File: config.mk
export PLATFORM = sky130hd
export DESIGN_NAME = md_engine
export DESIGN_NICKNAME = d
export VERILOG_FILES = /design/src/rtl/md_pkg.sv /design/src/rtl/md_iter_core.sv /design/src/rtl/md_engine.sv
export SDC_FILE = /design/constraint.sdc
export NUM_CORES = 1
export LEC_CHECK = 0
export ABC_CLOCK_PERIOD_IN_PS = 5300
export CAP_MARGIN = 0
export CORE_MARGIN = 3
export CORE_UTILIZATION = 55
export DETAILED_ROUTE_END_ITERATION = 16
export GPL_ROUTABILITY_DRIVEN = 0
export MAX_ROUTING_LAYER = met4
export PLACE_DENSITY_LB_ADDON = 0.05
export SYNTH_ARGS = -nofsm -noshare
export SYNTH_HDL_FRONTEND = slang
export SYNTH_SLANG_ARGS = --single-unit
File: constraint.sdc
create_clock -name clk -period 5.3 [get_ports clk]
set_clock_uncertainty 0.2 [all_clocks]
set_input_delay 1.06 -clock clk [delete_from_list [all_inputs] [get_ports clk]]
set_output_delay 1.06 -clock clk [all_outputs]
set_load 0.05 [all_outputs]
File: src/rtl/md_pkg.sv
`default_nettype none
// ============================================================================
//  Module      : md_pkg
//  Description : Shared definitions for the multiply/divide engine:
//                md_op encodings (same ordering as the core's opcode set),
//                FSM state encoding, default latency constants and the
//                operand-magnitude helper.
//  Config      : MD_FAST_MULT_EN (used by md_engine, not by this package)
//  Revision    : 1.0 - initial release
// ============================================================================
package md_pkg;

    // md_op encodings
    localparam logic [2:0] MD_MULT  = 3'd0;
    localparam logic [2:0] MD_MULTU = 3'd1;
    localparam logic [2:0] MD_DIV   = 3'd2;
    localparam logic [2:0] MD_DIVU  = 3'd3;
    localparam logic [2:0] MD_MTHI  = 3'd4;
    localparam logic [2:0] MD_MTLO  = 3'd5;

    // Controller states
    typedef enum logic [1:0] {
        ST_IDLE = 2'd0,
        ST_RUN  = 2'd1,
        ST_FIX  = 2'd2
    } md_state_e;

    // Default latencies
    localparam int DEF_DIV_ITERS    = 32;
    localparam int DEF_FAST_MUL_LAT = 5;

    // Magnitude of a 32-bit operand; only negates when the op is signed.
    function automatic logic [31:0] mag32(input logic [31:0] v, input logic sgn);
        return (sgn && v[31]) ? (32'd0 - v) : v;
    endfunction

endpackage
`default_nettype wire

File: src/rtl/md_iter_core.sv
`default_nettype none
// ============================================================================
//  Module      : md_iter_core
//  Description : Iterative datapath shared by multiply and divide.
//                A 64-bit accumulator plus a 32-bit operand register; each
//                step performs one radix-2 shift-add (multiply) or one
//                restoring shift-subtract (divide).
//  Ports       : clk, reset (async, active-low)
//                load      - initialise acc={0,init_lo}, opnd, counter=0
//                step      - advance one iteration
//                is_div    - 1: divide step, 0: multiply step
//                init_lo   - multiplier / dividend magnitude
//                init_opnd - multiplicand / divisor magnitude
//                acc       - {hi,lo} product or {remainder,quotient}
//                last      - counter is on its final iteration
//  Revision    : 1.0 - initial release
// ============================================================================
module md_iter_core
    import md_pkg::*;
#(
    parameter int DIV_ITERS = DEF_DIV_ITERS
) (
    input  logic        clk,
    input  logic        reset,
    input  logic        load,
    input  logic        step,
    input  logic        is_div,
    input  logic [31:0] init_lo,
    input  logic [31:0] init_opnd,
    output logic [63:0] acc,
    output logic        last
);

    localparam int CW = (DIV_ITERS > 1) ? $clog2(DIV_ITERS) : 1;

    logic [31:0]   opnd;
    logic [CW-1:0] cnt;
    logic [63:0]   acc_next;
    logic [32:0]   add_sum;
    logic [32:0]   rem_ext;
    logic [33:0]   diff;

    always_comb begin
        acc_next = acc;
        // Multiply: add multiplicand into the upper half when the current
        // multiplier bit (acc[0]) is set, then shift the 65-bit result right.
        add_sum  = {1'b0, acc[63:32]} + (acc[0] ? {1'b0, opnd} : 33'd0);
        // Divide: shift in the next dividend bit; the partial remainder can
        // briefly need 33 bits before the trial subtraction.
        rem_ext  = acc[63:31];
        diff     = {1'b0, rem_ext} - {2'b00, opnd};
        if (is_div) begin
            if (!diff[33]) begin
                acc_next = {diff[31:0], acc[30:0], 1'b1};
            end else begin
                acc_next = {rem_ext[31:0], acc[30:0], 1'b0};
            end
        end else begin
            acc_next = {add_sum, acc[31:1]};
        end
    end

    always_ff @(posedge clk or negedge reset) begin
        if (!reset) begin
            acc  <= 64'd0;
            opnd <= 32'd0;
            cnt  <= '0;
        end else if (load) begin
            acc  <= {32'd0, init_lo};
            opnd <= init_opnd;
            cnt  <= '0;
        end else if (step) begin
            acc  <= acc_next;
            cnt  <= cnt + CW'(1);
        end
    end

    assign last = (cnt == CW'(DIV_ITERS - 1));

endmodule
`default_nettype wire

File: src/rtl/md_engine.sv
`default_nettype none
// ============================================================================
//  Module      : md_engine
//  Description : Multi-cycle multiply/divide unit holding HI/LO.
//                IDLE accepts one op per start pulse; arithmetic ops run
//                DIV_ITERS iterations (RUN) then one sign-fix/commit cycle
//                (FIX). MTHI/MTLO write immediately with no busy cycles.
//  Config      : MD_FAST_MULT_EN - MULT/MULTU use a single-cycle product
//                held for FAST_MUL_LAT busy cycles before committing.
//  Ports       : clk, reset (async, active-low), start, md_op[2:0],
//                a[31:0], b[31:0] -> busy, hi[31:0], lo[31:0]
//  Revision    : 1.0 - initial release
// ============================================================================
module md_engine
    import md_pkg::*;
#(
    parameter int DIV_ITERS    = DEF_DIV_ITERS,
    parameter int FAST_MUL_LAT = DEF_FAST_MUL_LAT
) (
    input  logic        clk,
    input  logic        reset,
    input  logic        start,
    input  logic [2:0]  md_op,
    input  logic [31:0] a,
    input  logic [31:0] b,
    output logic        busy,
    output logic [31:0] hi,
    output logic [31:0] lo
);

    md_state_e state, next_state;

    logic        accept;
    logic        arith;
    logic        op_signed;
    logic        core_last;
    logic [63:0] core_acc;

    logic        op_div;
    logic        q_neg;
    logic        r_neg;
    logic        div_zero;

    logic        commit;
    logic [31:0] commit_hi;
    logic [31:0] commit_lo;
    logic [63:0] mul_res;
    logic        core_step;

    assign accept    = (state == ST_IDLE) && start;
    assign arith     = accept && !md_op[2];
    assign op_signed = !md_op[0];

`ifdef MD_FAST_MULT_EN
    localparam int FW = (FAST_MUL_LAT > 1) ? $clog2(FAST_MUL_LAT) : 1;
    logic          fast;
    logic [FW-1:0] fcnt;
    logic [63:0]   prod;
    logic          fast_done;

    assign fast_done = (state == ST_RUN) && fast && (fcnt == '0);
    assign core_step = (state == ST_RUN) && !fast;

    always_ff @(posedge clk or negedge reset) begin
        if (!reset) begin
            fast <= 1'b0;
            fcnt <= '0;
            prod <= 64'd0;
        end else if (arith) begin
            fast <= !md_op[1];
            fcnt <= FW'(FAST_MUL_LAT - 1);
            prod <= md_op[0] ? ({32'd0, a} * {32'd0, b})
                             : 64'($signed({{32{a[31]}}, a}) * $signed({{32{b[31]}}, b}));
        end else if ((state == ST_RUN) && fast) begin
            fcnt <= fcnt - FW'(1);
        end
    end
`else
    wire unused_fast_lat = |FAST_MUL_LAT;
    assign core_step = (state == ST_RUN);
`endif

    md_iter_core #(
        .DIV_ITERS (DIV_ITERS)
    ) u_core (
        .clk       (clk),
        .reset     (reset),
        .load      (arith),
        .step      (core_step),
        .is_div    (op_div),
        .init_lo   (mag32(a, op_signed)),
        .init_opnd (mag32(b, op_signed)),
        .acc       (core_acc),
        .last      (core_last)
    );

    // State register
    always_ff @(posedge clk or negedge reset) begin
        if (!reset) begin
            state <= ST_IDLE;
        end else begin
            state <= next_state;
        end
    end

    // Next-state logic
    always_comb begin
        next_state = state;
        case (state)
            ST_IDLE: if (arith) next_state = ST_RUN;
            ST_RUN: begin
`ifdef MD_FAST_MULT_EN
                if (fast) begin
                    if (fcnt == '0) next_state = ST_IDLE;
                end else if (core_last) begin
                    next_state = ST_FIX;
                end
`else
                if (core_last) next_state = ST_FIX;
`endif
            end
            ST_FIX:  next_state = ST_IDLE;
            default: next_state = ST_IDLE;
        endcase
    end

    // Sign correction and commit selection
    always_comb begin
        mul_res   = q_neg ? (64'd0 - core_acc) : core_acc;
        commit    = 1'b0;
        commit_hi = hi;
        commit_lo = lo;
        if (state == ST_FIX) begin
            if (op_div) begin
                // A zero divisor leaves HI/LO untouched.
                commit    = !div_zero;
                commit_lo = q_neg ? (32'd0 - core_acc[31:0])  : core_acc[31:0];
                commit_hi = r_neg ? (32'd0 - core_acc[63:32]) : core_acc[63:32];
            end else begin
                commit    = 1'b1;
                commit_hi = mul_res[63:32];
                commit_lo = mul_res[31:0];
            end
        end
`ifdef MD_FAST_MULT_EN
        if (fast_done) begin
            commit    = 1'b1;
            commit_hi = prod[63:32];
            commit_lo = prod[31:0];
        end
`endif
    end

    // Operation flags, busy and architectural HI/LO
    always_ff @(posedge clk or negedge reset) begin
        if (!reset) begin
            op_div   <= 1'b0;
            q_neg    <= 1'b0;
            r_neg    <= 1'b0;
            div_zero <= 1'b0;
            busy     <= 1'b0;
            hi       <= 32'd0;
            lo       <= 32'd0;
        end else begin
            busy <= (next_state != ST_IDLE);
            if (arith) begin
                op_div   <= md_op[1];
                q_neg    <= op_signed && (a[31] ^ b[31]);
                r_neg    <= op_signed && a[31];
                div_zero <= (b == 32'd0);
            end
            if (accept && (md_op == MD_MTHI)) hi <= a;
            if (accept && (md_op == MD_MTLO)) lo <= a;
            if (commit) begin
                hi <= commit_hi;
                lo <= commit_lo;
            end
        end
    end

endmodule
`default_nettype wire
# == Yosys cells after proc, flatten, opt, wreduce, memory -nomap -nowiden ==
# Index checks and enable logic that the tools add are counted.
# word_totals
regBits,172
output_inout_bits,65
# classes
mux,25
reduce_logical,18
n_bitwise,1
add_sub_neg,8
eq_ne,6
# ops
op,count
$mux 32,13
$mux 64,5
$sub 1x32->32 const A,4
$sub 1x64->64 const A,1
$sub 33x32->34,1
$add 32x33->33,1
$logic_not 32->1,1
$mux 5,2
$reduce_bool 2->1,4
$logic_and 1x1->1,7
$eq 3x3->1 const B,2
$add 5x1->5 const B,1
$eq 5x5->1 const B,1
$mux 2,2
$pmux 2 s2,1
$reduce_and 2->1,2
$logic_not 1->1,3
$eq 2x1->1 const B,1
$eq 2x2->1 const B,1
$logic_not 2->1,1
$mux 1,2
$ne 2x1->1 const B,1
$xor 1x1->1,1

# == Depth between registers and ports, before layout ==
# depth
ltp_word,6
ltp_mapped,16
ltp_nobuf,14

# == By module ==
# A second synthesis with hierarchy kept.
# unflattened
cells_unflattened,1852
area_unflattened_um2,15064.4
# by_module_without_submodules
mod,instances,cells_each,area_each_um2
md_iter_core,1,1071,8722.1
md_engine,1,781,6342.3

# == Worst setup path after synthesis ==
# No wires, ideal clock.
# synth_path
kind,reg2reg
startpoint,reg u_core.acc[0]
endpoint,reg u_core.acc[61]
t_arrival_ps,3252
path_buffers,2
path_stages_with_launch,16
setup_time_ps,126
path_slack_ps,1722
t_required_ps,4974
path_cell_list,dfrtp_1 clkbuf_1 inv_1 clkbuf_1 nor2_1 ha_1 a21o_1 a21oi_1 o21ai_0 or2_2 o22a_1 a32oi_1 o21a_1 a311oi_1 xor2_1 a221o_1
# synth_via
elab_chain_len,5
# synth_rtl
item,line,rtl
from (decl),md_iter_core.sv:30,"output logic [63:0] acc,"
from (signal assigned),md_iter_core.sv:69,"acc <= {32'd0, init_lo};"
from (signal assigned),md_iter_core.sv:73,acc <= acc_next;
$mux 32,md_iter_core.sv:47,"add_sum = {1'b0, acc[63:32]} + (acc[0] ? {1'b0, opnd} : 33'd0);"
$add 32x33->33,md_iter_core.sv:47,
$mux 64,md_iter_core.sv:52,if (is_div) begin
$mux 64,md_iter_core.sv:72,end else if (step) begin
$mux 64,md_iter_core.sv:68,end else if (load) begin
# Every way passes these cells. The select of a mux whose other input is x is not followed.
# A chain may end at the register's enable or synchronous reset.

# == Worst setup path after layout ==
# layout_path
startpoint,reg u_core.acc[0]
endpoint,reg u_core.acc[63]
# Same word-level chain as after synthesis.

==> summary.txt <==
Setup path
  – Critical path peak fanout: 19
  – Family with the most delay on the worst path: compound AO/OA/AOI/OAI gates
  – Setup CP Type: reg2reg
  – Worst r2r path cells: 14
  – Reg2reg setup slack: 1.05 ns
  – CP Launch Type: register
  – Crit. End Element: register
  – Crit path DAT: 4.36 ns
  – Worst Path Buf+Inv: 2
  – Worst r2r dst: u_core.acc[63]
  – CP peak stage delay: 0.48 ns
  – CP max-delay cell: dfrtp_1
  – Worst endpoint required time: 5.40 ns
  – Cell breakdown of the critical path: inv_1 > buf_4 > nor2_1 > ha_1 > a21o_1 > a21oi_1 > o21ai_0 > or2_2 > o22a_1 > a32oi_1 > o211ai_1 > and4_1 > o31ai_1 > a211oi_1
  – Worst r2r src: u_core.acc[0]

Clock tree
  – Clk pin slew, worst setup/hold paths: 0.08 ns
  – Post-cts resize count: 0
  – Root buffer cell: clkbuf_16
  – Bufs on Longest Clock Path: 2
  – CTS sink cnt: 172
  – Worst-skew pair later-pin latency: 0.44 ns
  – CTS tree: built
  – Num CTS Buffers: 17
  – CTS H-tree lvls: 4
  – Setup bufs post-CTS: 0
  – Hold Buf Count CTS: 0

Timing
  – Fmax: 235 MHz
  – RSZ-0062 raised after global routing: false
  – Slew Limit Fails: 0
  – Final Setup Violations: 0
  – Post-route clock period utilization: 80.2%
  – Minimum clock period: 4.25 ns
  – Final TNS setup: 0 ns
  – Hold Vio Cnt, Final: 0
  – Rel. slew slack: 32.2%
  – Slew of the pin with the lowest slew margin: 1.01 ns

Power and ir drop
  – Total power: 12.6 mW
  – Peak supply drop: 424 uV
  – Power Density: 768 nW/um^2
  – Lkg Pwr: 6.89 nW

Global routing
  – Total grt overflow: 0
  – Vias in the first global route: 12.8k
  – First-pass GRT wire length: 68.5 mm
  – Maximum number of pins on one net before global-route repair: 91
  – Initial antenna violation count: 0
  – Total global-route track usage: 31.0%

Route
  – Drt initial violations: 1186
  – Via/cell ratio: 6.17
  – Pre-antenna DRT Iters: 6
  – Via count: 13.4k
  – Remaining DRCs: 0
  – Routed WL: 42.4 mm
  – Post-DRT Antenna Nets: 0
  – Drt wl/cell: 19.6 microns

Job
  – Max-Cap Viols: 0

Die
  – Placement Rows: 58
  – Chip height: 167 microns
  – Starting density of the core: 56.3%
  – Die Width: 167 microns
  – Core ar.: 25300 sq um
  – # IOs: 135
  – Die area: 27900 sq um

Cells and area
  – Antenna diode count: 0
  – Nets: 1961
  – Syn-to-layout area delta: 15.0%
  – Layout cells sized above 1: 4.97%
  – Multi-input logic area: 9350 sq um
  – Filler instances: 2192
  – Sequential Area: 4310 sq um
  – Final Util: 64.8%

Place
  – Port Buffer Count: 134
  – Detailed placement HPWL: 31.1 mm

Worst hold path
  – Worst hold path depth: 2
  – Worst hold start: u_core.opnd[26]
  – HP Class: reg2reg
  – WHS Endpoint: u_core.opnd[26]

Yosys
  – Post-Syn Instances: 1752
  – Register bit total from synthesis: 172
  – Post-synth ARST share: 100%
  – Area of the mapped netlist: 14300 sq um
  – Mean Syn Cell Area: 8.14 sq um
  – Top-area cell type share of the netlist area: 30.2%
  – Ys flop type: dfrtp_1
  – YS warnings: 0
  – Area leader, netlist: dfrtp_1
  – Syn_nets: 1894
  – Synth top area cells: dfrtp_1 (30%), mux2i_1 (7.0%), ha_1 (6.1%)
  – Distinct cells, synth: 77
  – Post-synth EDFFs: 0
  – Seq/Total Area, Yosys: 30.2%

Outcome
  – Outcome: finished clean
[metrics by stage]
step	setup WS [ns]	std cells	cell area, sq um	hold slack [ns]
final	1.05	2162	16400	0.284
after global routing	0.807	2162	16400	0.302
after CTS	1.14	2162	16400	0.289
after detailed placement	0.912	2130	15800	0.271
after global placement	0.984	2130	15800	0.266
after floorplan	1.72	1752	14300	0.244
[final cells by class]
class                   count  area share, %
multi-input cells        1413           57.0
inverters                  63           1.44
clock inverters            13          0.831
well taps                 330           2.52
flip-flops and latches    172           26.3
repair buffers            152           9.16
clock buffers              19           2.76
[worst max path at each step]
stage | endpoint | startpoint | slack [ns] | cells after the start
after detailed placement | u_core.acc[29] | a[3] | 0.91 | 11
after floorplan | u_core.acc[61] | u_core.acc[0] | 1.72 | 15
final | u_core.acc[63] | u_core.acc[0] | 1.05 | 14
after CTS | u_core.acc[63] | u_core.acc[0] | 1.14 | 14
after global placement | u_core.acc[29] | a[3] | 0.98 | 11
after global routing | u_core.acc[63] | u_core.acc[0] | 0.81 | 14
[where the power goes]
part | internal, mW | total [mW] | switching (mW)
clock network | 0.658 | 1.29 | 0.629
registers | 1.98 | 2.91 | 0.930
logic | 3.41 | 8.40 | 4.99
total | 6.05 | 12.6 | 6.55
[per-layer routing]
| metal | global-route usage, % | up-vias | share of wire (%) |
|---|---|---|---|
| met2 | 49.7 | 523 | 47 |
| met4 | 13.8 | 0 | 4.7 |
| met3 | 3.47 | 125 | 6.4 |
| li1 | - | 6423 | - |
| met5 | - | - | 0 |
| met1 | 40.0 | 6279 | 42 |
[worst register-to-register path, stage by stage (launching register included)]
cell	delay (ns)
dfrtp_1	0.48
inv_1	0.42
buf_4	0.34
nor2_1	0.08
ha_1	0.34
a21o_1	0.21
a21oi_1	0.22
o21ai_0	0.17
or2_2	0.30
o22a_1	0.23
a32oi_1	0.40
o211ai_1	0.18
and4_1	0.23
o31ai_1	0.23
a211oi_1	0.11
[cell usage in the layout (no fill, tap or decap), drive strengths merged, types with 5 or more instances in the layout]
| cell type | instances |
|---|---|
| buf | 19 |
| nand3 | 20 |
| o31ai | 22 |
| clkbuf | 19 |
| clkdlybuf4s50 | 133 |
| o21ai | 218 |
| xnor2 | 96 |
| nor3 | 30 |
| mux2 | 10 |
| nand4 | 12 |
| inv | 72 |
| a211oi | 12 |
| a31oi | 17 |
| nor2b | 14 |
| o211ai | 29 |
| nand2 | 200 |
| or2 | 14 |
| a21oi | 110 |
| o41ai | 14 |
| and2 | 9 |
| a21o | 29 |
| a22oi | 13 |
| nor2 | 134 |
| mux2i | 100 |
| nand3b | 5 |
| and3 | 8 |
| nor4 | 11 |
| or3 | 20 |
| o221ai | 12 |
| xor2 | 77 |
| o21a | 10 |
| nand2b | 17 |
| a211o | 5 |
| o22ai | 12 |
| or4 | 13 |
| ha | 70 |
| dfrtp | 172 |
[cell usage after synthesis (all sizes together) (17+ instances only)]
master,number
nand2,200
xor2,77
or3,20
a21oi,110
o21ai,218
inv,62
xnor2,96
nand3,20
clkbuf,90
nand2b,17
nor2,134
a21o,29
o31ai,22
dfrtp,172
o211ai,29
a31oi,17
ha,70
mux2i,100
nor3,30
[state kept, by name, summed over array words and instances, names as in the netlist]
| register | count |
|---|---|
| hi | 32 |
| u_core.cnt | 5 |
| op_div | 1 |
| lo | 32 |
| u_core.acc | 64 |
| q_neg | 1 |
| r_neg | 1 |
| div_zero | 1 |
| state | 2 |
| u_core.opnd | 32 |
| busy | 1 |
[logic make-up after synthesis]
| family | count (synthesis) | share of synthesized area (%) |
|---|---|---|
| adders and majority gates | 72 | 6.42 |
| xor gates and xnor gates | 173 | 10.6 |
| muxes | 110 | 7.81 |
| DFF | 172 | 30.2 |
| AOI/OAI and AO/OA | 540 | 23.4 |
| and+or+nand+nor | 518 | 17.0 |
| buffers and inverters | 167 | 4.54 |
Power figures use the tool's default switching activity.
